`src/rtl/seq_alu_if.sv`:
```
`default_nettype none
// +----------------------------------------------------------------------------+
// | seq_alu_if : request/response bundle between the EX stage and seq_alu      |
// | Rev 1.0                                                                    |
// +----------------------------------------------------------------------------+
interface seq_alu_if #(
    parameter int WIDTH = 32
);
    localparam int SHW = $clog2(WIDTH);

    logic             in_valid;
    logic             in_ready;
    logic [3:0]       control;
    logic [WIDTH-1:0] a;
    logic [WIDTH-1:0] b;
    logic [SHW-1:0]   shamt;
    logic             out_valid;
    logic             out_ready;
    logic [WIDTH-1:0] result;
    logic [WIDTH-1:0] hi;
    logic [7:0]       status;
    logic             busy;

    modport master (
        output in_valid, control, a, b, shamt, out_ready,
        input  in_ready, out_valid, result, hi, status, busy
    );

    modport slave (
        input  in_valid, control, a, b, shamt, out_ready,
        output in_ready, out_valid, result, hi, status, busy
    );
endinterface

`default_nettype wire

```
`src/rtl/seq_alu.sv`:
```
`default_nettype none
// +----------------------------------------------------------------------------+
// | seq_alu : multi-cycle ALU with handshake, iterative signed mul and div     |
// | Rev 1.0                                                                    |
// +----------------------------------------------------------------------------+
module seq_alu #(
    parameter int WIDTH    = 32,
    parameter bit FAST_MUL = 1'b0
) (
    input wire       clk,
    input wire       reset,
    seq_alu_if.slave bus
);
    localparam int SHW = $clog2(WIDTH);

    localparam logic [3:0] C_OP_AND  = 4'd0;
    localparam logic [3:0] C_OP_OR   = 4'd1;
    localparam logic [3:0] C_OP_ADD  = 4'd2;
    localparam logic [3:0] C_OP_DIV  = 4'd4;
    localparam logic [3:0] C_OP_MUL  = 4'd5;
    localparam logic [3:0] C_OP_SUB  = 4'd6;
    localparam logic [3:0] C_OP_SLT  = 4'd7;
    localparam logic [3:0] C_OP_SLL  = 4'd8;
    localparam logic [3:0] C_OP_SRL  = 4'd9;
    localparam logic [3:0] C_OP_XOR  = 4'd10;
    localparam logic [3:0] C_OP_NOR  = 4'd11;
    localparam logic [3:0] C_OP_SRA  = 4'd12;
    localparam logic [3:0] C_OP_ADDU = 4'd13;
    localparam logic [SHW:0] C_CNT_INIT = (SHW+1)'(WIDTH);
    localparam logic [SHW:0] C_CNT_ONE  = (SHW+1)'(1);

    typedef enum logic [1:0] {
        S_IDLE = 2'd0,
        S_MUL  = 2'd1,
        S_DIV  = 2'd2,
        S_DONE = 2'd3
    } state_t;

    state_t             state_q, state_d;
    logic [SHW:0]       cnt_q, cnt_d;
    logic [WIDTH-1:0]   acc_q, acc_d;
    logic [WIDTH-1:0]   lo_q, lo_d;
    logic [WIDTH-1:0]   opnd_q, opnd_d;
    logic               neg_q, neg_d;
    logic               rneg_q, rneg_d;
    logic [WIDTH-1:0]   result_q, result_d;
    logic [WIDTH-1:0]   hi_q, hi_d;
    logic [7:0]         status_q, status_d;

    logic               w_accept;
    logic [WIDTH:0]     w_sum, w_dif;
    logic [2*WIDTH-1:0] w_fast_prod;
    logic [WIDTH-1:0]   w_mag_a, w_mag_b;
    logic               w_is_iter_mul, w_is_div;
    logic [WIDTH-1:0]   w_res, w_hi;
    logic               w_ovf, w_carry, w_sgn, w_mis, w_div0;
    logic [7:0]         w_stat;

    logic [WIDTH:0]     w_mul_sum;
    logic [WIDTH-1:0]   w_mul_acc_n, w_mul_lo_n;
    logic [2*WIDTH-1:0] w_pmag, w_prod;
    logic [WIDTH:0]     w_div_sh;
    logic               w_div_ge;
    logic [WIDTH-1:0]   w_div_acc_n, w_div_lo_n, w_quo, w_rem;

    assign w_accept      = bus.in_valid && bus.in_ready;
    assign w_sum         = {bus.a[WIDTH-1], bus.a} + {bus.b[WIDTH-1], bus.b};
    assign w_dif         = {bus.a[WIDTH-1], bus.a} - {bus.b[WIDTH-1], bus.b};
    assign w_mag_a       = bus.a[WIDTH-1] ? -bus.a : bus.a;
    assign w_mag_b       = bus.b[WIDTH-1] ? -bus.b : bus.b;
    assign w_is_iter_mul = (bus.control == C_OP_MUL) && !FAST_MUL;
    assign w_is_div      = (bus.control == C_OP_DIV) && (bus.b != '0);

    generate
        if (FAST_MUL) begin : g_fast_mul
            assign w_fast_prod = $signed(bus.a) * $signed(bus.b);
        end else begin : g_iter_mul
            assign w_fast_prod = '0;
        end
    endgenerate

    // Shift-add step: {acc, lo} is the partial product, lo starts as |b|.
    assign w_mul_sum   = {1'b0, acc_q} + (lo_q[0] ? {1'b0, opnd_q} : '0);
    assign w_mul_acc_n = w_mul_sum[WIDTH:1];
    assign w_mul_lo_n  = {w_mul_sum[0], lo_q[WIDTH-1:1]};
    assign w_pmag      = {w_mul_acc_n, w_mul_lo_n};
    assign w_prod      = neg_q ? -w_pmag : w_pmag;

    // Restoring step: acc is the partial remainder, lo shifts dividend out and quotient in.
    assign w_div_sh    = {acc_q, lo_q[WIDTH-1]};
    assign w_div_ge    = w_div_sh >= {1'b0, opnd_q};
    assign w_div_acc_n = w_div_ge ? (w_div_sh[WIDTH-1:0] - opnd_q) : w_div_sh[WIDTH-1:0];
    assign w_div_lo_n  = {lo_q[WIDTH-2:0], w_div_ge};
    assign w_quo       = neg_q ? -w_div_lo_n : w_div_lo_n;
    assign w_rem       = rneg_q ? -w_div_acc_n : w_div_acc_n;

    always_comb begin
        w_res   = '0;
        w_hi    = '0;
        w_ovf   = 1'b0;
        w_carry = 1'b0;
        w_sgn   = 1'b0;
        w_mis   = 1'b0;
        w_div0  = 1'b0;
        case (bus.control)
            C_OP_AND:  w_res = bus.a & bus.b;
            C_OP_OR:   w_res = bus.a | bus.b;
            C_OP_XOR:  w_res = bus.a ^ bus.b;
            C_OP_NOR:  w_res = ~(bus.a | bus.b);
            C_OP_ADD: begin
                w_res   = w_sum[WIDTH-1:0];
                w_carry = w_sum[WIDTH];
                w_mis   = (w_sum[1:0] != 2'b00);
                w_sgn   = 1'b1;
            end
            C_OP_ADDU: begin
                w_res = w_sum[WIDTH-1:0];
                w_sgn = 1'b1;
            end
            C_OP_SUB: begin
                w_res   = w_dif[WIDTH-1:0];
                w_carry = w_dif[WIDTH];
                w_sgn   = 1'b1;
            end
            C_OP_SLT:  w_res = {{(WIDTH-1){1'b0}}, ($signed(bus.a) < $signed(bus.b))};
            C_OP_SLL:  w_res = bus.b << bus.shamt;
            C_OP_SRL:  w_res = bus.b >> bus.shamt;
            C_OP_SRA:  w_res = $signed(bus.b) >>> bus.shamt;
            C_OP_MUL: begin
                w_res = w_fast_prod[WIDTH-1:0];
                w_hi  = w_fast_prod[2*WIDTH-1:WIDTH];
                w_ovf = (w_hi != {WIDTH{w_res[WIDTH-1]}});
                w_sgn = 1'b1;
            end
            C_OP_DIV:  w_div0 = (bus.b == '0);
            default:   w_res = '0;
        endcase
        w_stat = {(w_res == '0), w_ovf, w_carry, w_sgn & w_res[WIDTH-1], w_mis, w_div0, 2'b00};
    end

    always_comb begin
        state_d  = state_q;
        cnt_d    = cnt_q;
        acc_d    = acc_q;
        lo_d     = lo_q;
        opnd_d   = opnd_q;
        neg_d    = neg_q;
        rneg_d   = rneg_q;
        result_d = result_q;
        hi_d     = hi_q;
        status_d = status_q;
        case (state_q)
            S_MUL: begin
                acc_d = w_mul_acc_n;
                lo_d  = w_mul_lo_n;
                cnt_d = cnt_q - 1'b1;
                if (cnt_q == C_CNT_ONE) begin
                    result_d = w_prod[WIDTH-1:0];
                    hi_d     = w_prod[2*WIDTH-1:WIDTH];
                    status_d = {(w_prod[WIDTH-1:0] == '0),
                                (w_prod[2*WIDTH-1:WIDTH] != {WIDTH{w_prod[WIDTH-1]}}),
                                1'b0, w_prod[WIDTH-1], 4'b0000};
                    state_d  = S_DONE;
                end
            end
            S_DIV: begin
                acc_d = w_div_acc_n;
                lo_d  = w_div_lo_n;
                cnt_d = cnt_q - 1'b1;
                if (cnt_q == C_CNT_ONE) begin
                    result_d = w_quo;
                    hi_d     = w_rem;
                    status_d = {(w_quo == '0), 2'b00, w_quo[WIDTH-1], 4'b0000};
                    state_d  = S_DONE;
                end
            end
            S_DONE: if (bus.out_ready) state_d = S_IDLE;
            default: state_d = state_q;
        endcase
        if (w_accept) begin
            if (w_is_iter_mul) begin
                state_d = S_MUL;
                cnt_d   = C_CNT_INIT;
                acc_d   = '0;
                lo_d    = w_mag_b;
                opnd_d  = w_mag_a;
                neg_d   = bus.a[WIDTH-1] ^ bus.b[WIDTH-1];
            end else if (w_is_div) begin
                state_d = S_DIV;
                cnt_d   = C_CNT_INIT;
                acc_d   = '0;
                lo_d    = w_mag_a;
                opnd_d  = w_mag_b;
                neg_d   = bus.a[WIDTH-1] ^ bus.b[WIDTH-1];
                rneg_d  = bus.a[WIDTH-1];
            end else begin
                state_d  = S_DONE;
                result_d = w_res;
                hi_d     = w_hi;
                status_d = w_stat;
            end
        end
    end

    always_ff @(posedge clk or posedge reset) begin
        if (reset) begin
            state_q  <= S_IDLE;
            cnt_q    <= '0;
            acc_q    <= '0;
            lo_q     <= '0;
            opnd_q   <= '0;
            neg_q    <= 1'b0;
            rneg_q   <= 1'b0;
            result_q <= '0;
            hi_q     <= '0;
            status_q <= '0;
        end else begin
            state_q  <= state_d;
            cnt_q    <= cnt_d;
            acc_q    <= acc_d;
            lo_q     <= lo_d;
            opnd_q   <= opnd_d;
            neg_q    <= neg_d;
            rneg_q   <= rneg_d;
            result_q <= result_d;
            hi_q     <= hi_d;
            status_q <= status_d;
        end
    end

    assign bus.in_ready  = (state_q == S_IDLE) || ((state_q == S_DONE) && bus.out_ready);
    assign bus.out_valid = (state_q == S_DONE);
    assign bus.busy      = (state_q == S_MUL) || (state_q == S_DIV);
    assign bus.result    = result_q;
    assign bus.hi        = hi_q;
    assign bus.status    = status_q;
endmodule

`default_nettype wire

```
`src/flat_wrapper.sv`:
```
// flat-port wrapper written by rule: the top's interface ports become plain ports
module seq_alu_flat 
#(
    parameter int WIDTH    = 32,
    parameter bit FAST_MUL = 1'b0
)
  (clk, reset, bus_in_valid, bus_control, bus_a, bus_b, bus_shamt, bus_out_ready, bus_in_ready, bus_out_valid, bus_result, bus_hi, bus_status, bus_busy);
  seq_alu_if #(.WIDTH(WIDTH)) bus_i ();
  input wire clk;
  input wire reset;
  input wire logic [$bits(bus_i.in_valid)-1:0] bus_in_valid;
  input wire logic [$bits(bus_i.control)-1:0] bus_control;
  input wire logic [$bits(bus_i.a)-1:0] bus_a;
  input wire logic [$bits(bus_i.b)-1:0] bus_b;
  input wire logic [$bits(bus_i.shamt)-1:0] bus_shamt;
  input wire logic [$bits(bus_i.out_ready)-1:0] bus_out_ready;
  output wire logic [$bits(bus_i.in_ready)-1:0] bus_in_ready;
  output wire logic [$bits(bus_i.out_valid)-1:0] bus_out_valid;
  output wire logic [$bits(bus_i.result)-1:0] bus_result;
  output wire logic [$bits(bus_i.hi)-1:0] bus_hi;
  output wire logic [$bits(bus_i.status)-1:0] bus_status;
  output wire logic [$bits(bus_i.busy)-1:0] bus_busy;
  assign bus_i.in_valid = bus_in_valid;
  assign bus_i.control = bus_control;
  assign bus_i.a = bus_a;
  assign bus_i.b = bus_b;
  assign bus_i.shamt = bus_shamt;
  assign bus_i.out_ready = bus_out_ready;
  assign bus_in_ready = bus_i.in_ready;
  assign bus_out_valid = bus_i.out_valid;
  assign bus_result = bus_i.result;
  assign bus_hi = bus_i.hi;
  assign bus_status = bus_i.status;
  assign bus_busy = bus_i.busy;
  seq_alu #(.WIDTH(WIDTH), .FAST_MUL(FAST_MUL)) u_core (.clk(clk), .reset(reset), .bus(bus_i));
endmodule
```
`config.mk`:
```
export PLATFORM = sky130hd
export DESIGN_NAME = seq_alu_flat
export DESIGN_NICKNAME = d
export VERILOG_FILES = /design/src/rtl/seq_alu_if.sv /design/src/rtl/seq_alu.sv /design/src/flat_wrapper.sv
export SDC_FILE = /design/constraint.sdc
export NUM_CORES = 2
export LEC_CHECK = 0
export CORE_MARGIN = 4
export CORE_UTILIZATION = 58
export CTS_CLUSTER_SIZE = 20
export DETAILED_ROUTE_END_ITERATION = 8
export PLACE_DENSITY = 0.88
export SYNTH_ARGS = -nofsm -noshare
export SYNTH_HDL_FRONTEND = slang
export SYNTH_SLANG_ARGS = --single-unit
```
`constraint.sdc`:
```
create_clock -name clk -period 6.9 [get_ports clk]
set_input_delay 0.69 -clock clk [delete_from_list [all_inputs] [get_ports clk]]
set_output_delay 0.69 -clock clk [all_outputs]
set_load 0.01 [all_outputs]
```
==> metrics.txt <==
Hold WC Path Type flop to flop; Die H ~230 µm; Clk Latency, worst-skew pair between 400 and 500 ps; Internal Power roughly 6500 µW; hold buffer count at CTS 0; total power draw approximately 16000 µW; DR DRC count 0; Starting Density 0.587; FFs w/ async S/R, synth 1.00; # Post-CTS Setup Buffers 0; Root Buffer clkbuf_16; Site Rows 80; ANT nets after route 0; layout cell share with drive strength beyond 1 0.0722; Critical path origin u_core.acc_q[4]$_DFF_PP0_; Synth warnings 0; routed wire length per instance ~28 µm; max_cap viols 0; GPL Wtd Cong 1.10; Crit Path Max Fanout 8; Die X approximately 230 µm; largest net degree at the start of global routing roughly 120; Clk network pwr share 0.063; DRT Wirelength approximately 120000 µm; Worst EP arrival approximately 6500 ps; area grow syn2layout 8.70%; final worst path period share 0.882; Post-synth top flop dfrtp_1; Synth area leader dfrtp_1; Core ar. roughly 48000 µm²; number of synthesized register bits approximately 180; Rel. slew slack 0.175; Synth top area share 0.159; unique cell type count in the Yosys netlist approximately 110; multi-input logic area about 22000 µm²; Layout Nets approximately 4.1k; R2R depth 21; grt ovf 0; CTS tree yes; vias per std cell about 7.4; max-slew violations 0; critical path class flop to flop; Seq. cell area around 4500 µm²; fillcell total approximately 4.3k; Inserted Clock Buffers 17; Area after DPL ~30000 µm²; RR Endpoint u_core.bus.hi[26]$_DFF_PP0_; Global Route Usage Sum 0.449; Starting DRT DRC Count between 5k and 6k; Seq/Total Area, Yosys 0.159; Final Instance Count excl. Fillers 4437; Port-buffer cells between 150 and 200; crit path launch type flop; LEAKAGE approximately 0.012 µW; share of total power in sequential cells 0.138; post-route cell area 30400 µm²; Avg Cell Area, Syn roughly 7.2 µm²; clock sink count around 180; outcome complete, no violations; Final min period between 6000 and 7000 ps; routed vias between 30k and 40k; worst vdd ir slightly below 0.4 mV; Worst Path Required between 7000 and 8000 ps; worst r2r src u_core.acc_q[4]$_DFF_PP0_; CP endpoint kind flop; RSZ-0062 raised after global routing no; final hold violation count 0; fmax between 0.15 and 0.2 GHz; num ports 152; CP Capture Point u_core.bus.hi[26]$_DFF_PP0_; Mapped Area ~28000 µm²; Synthesized Nets around 4.1k; Gate Count Post-Synth roughly 3.9k; P per Cell Area ~520 nW/µm²; Die ar. 51900 µm²; Post-synth EDFFs 0; FF-to-FF setup slack 820 ps; setup violators final 0; switching share of total power 0.594; first-pass GRT wire length roughly 180000 µm; Gate power share 0.799; number of global-route vias before repair 30.0k; clk slew on worst S/H paths 80 ps; initial antenna violation count 1; P_sw approximately 9500 µW; Max Root-Sink Buffers 2; CTS H-tree lvls 4; Initial DRT Pass Iterations 9; Setup Total Neg Slack 0 ps; post-cts sizing count 0; Inst Count DP 4404; clk_skew 15.2 ps; measured slew at the worst slew-check pin 1220 ps; ranking of synthesized cells by area dfrtp_1 (16%), ha_1 (7.7%), o21ai_0 (6.1%), nor2_1 (5.5%), nand2_1 (5.3%); HPWL Detailed between 90000 and 100000 µm
## area by class of cell
cell class                 count  share of cell area
clock inverter                15             0.00473
multi-input combinational   3186               0.714
inverter                     180              0.0224
tap                          615              0.0253
clock buffer                  17              0.0140
timing repair buffer         245              0.0728
sequential                   178               0.146
antenna                        1           0.0000822
## Yosys cell counts, types with 33 or more instances
master and number:
nand3_1 73, a221oi_1 61, a22oi_1 41, nand2_1 392, a21oi_1 238, a31oi_1 35, inv_1 178, nor2_1 411
a21o_1 65, o21ai_1 33, xor2_1 79, xnor2_1 154, nor4_1 47, nand4_1 39, a211oi_1 43, nand2b_1 37
mux4_2 63, o31ai_1 65, o21ai_0 341, dfrtp_1 178, or3_1 34, nor3_1 97, o211ai_1 52, mux2i_1 53
ha_1 173, clkbuf_1 275, buf_1 34
## power groups by stage
stage / Combinational [µW] / Clock, µW / Sequential, µW
floorplan: 8940 / 0 / 1800
global placement: 12100 / 0 / 2160
detailed placement: 12200 / 0 / 2170
CTS: 12200 / 994 / 2150
global route: 13600 / 1030 / 2230
finish: 12800 / 998 / 2210
## stage by stage
stage	hold slack (ps)	setup slack (ps)	util
floorplan	450	1300	-
global placement	462	821	0.626
detailed placement	474	830	0.626
CTS	489	927	0.638
global route	510	616	0.638
finish	486	816	0.638
## critical path: stages, from the launching register on
cell	delay (ps)
dfrtp_1	430
ha_1	400
a21o_1	190
a21oi_1	140
o21ai_1	190
a41oi_1	400
o21ai_1	210
or3_1	380
a21boi_1	400
nor2_4	70
inv_2	100
nor2_1	40
a21oi_1	170
ha_1	270
nand3b_1	120
or4_1	500
a22oi_1	410
nand4_1	390
or4_1	520
a2111oi_0	440
a31oi_1	80
a21oi_1	170
## worst min-delay path by stage
stage | start | to | cells after the start
after floorplan | u_core.opnd_q[14]$_DFFE_PP0P_ | u_core.opnd_q[14]$_DFFE_PP0P_ | 2
after global placement | u_core.opnd_q[16]$_DFFE_PP0P_ | u_core.opnd_q[16]$_DFFE_PP0P_ | 2
after detailed placement | u_core.opnd_q[14]$_DFFE_PP0P_ | u_core.opnd_q[14]$_DFFE_PP0P_ | 2
after CTS | u_core.opnd_q[14]$_DFFE_PP0P_ | u_core.opnd_q[14]$_DFFE_PP0P_ | 2
after global routing | u_core.opnd_q[23]$_DFFE_PP0P_ | u_core.opnd_q[23]$_DFFE_PP0P_ | 2
final | u_core.opnd_q[14]$_DFFE_PP0P_ | u_core.opnd_q[14]$_DFFE_PP0P_ | 2
## registers in the layout, summed over array words and instances (netlist names)
| name | flops |
|---|---|
| u_core.opnd_q | 32 |
| u_core.bus.hi | 32 |
| u_core.lo_q | 32 |
| u_core.cnt_q | 6 |
| u_core.bus.status | 8 |
| u_core.neg_q | 1 |
| u_core.state_q | 2 |
| u_core.rneg_q | 1 |
| u_core.acc_q | 32 |
| u_core.bus.result | 32 |
## per-layer routing
layer	wire length, µm	GRT usage	up-vias
li1	-	-	14300
met1	43300	0.544	15100
met2	53700	0.709	2719
met3	15400	0.0951	659
met4	11300	0.327	2
met5	13	0	-
## cells in the final DEF, fill, tap and decap left out, drive strengths merged, types with 26 or more instances in the layout
master	n
clkdlybuf4s50	148
nand2b	37
or3	34
and3	27
dfrtp	178
a22oi	41
inv	187
a21oi	238
buf	97
nand3	74
o21ai	374
o211ai	52
xor2	79
a211oi	44
xnor2	154
nand4	39
nor3	98
ha	173
mux2i	53
mux4	63
a221oi	62
o31ai	66
a21o	65
a31oi	35
nor4	49
nor2	411
nor2b	26
nand2	392
o32ai	33
## cell families (layout without fill, tap and decap cells)
group / count (synthesis) / in the layout / share of synthesized area
compound gates: 1327 / 1327 / 0.319
xor+xnor: 233 / 233 / 0.0729
fa+ha+maj: 177 / 177 / 0.0801
buf+inv: 508 / 457 / 0.0696
flops: 178 / 178 / 0.159
mux: 131 / 131 / 0.0756
other cells: 0 / 1 / 0
simple gates: 1318 / 1318 / 0.224
Note: power is estimated with default switching activity, not from simulation.
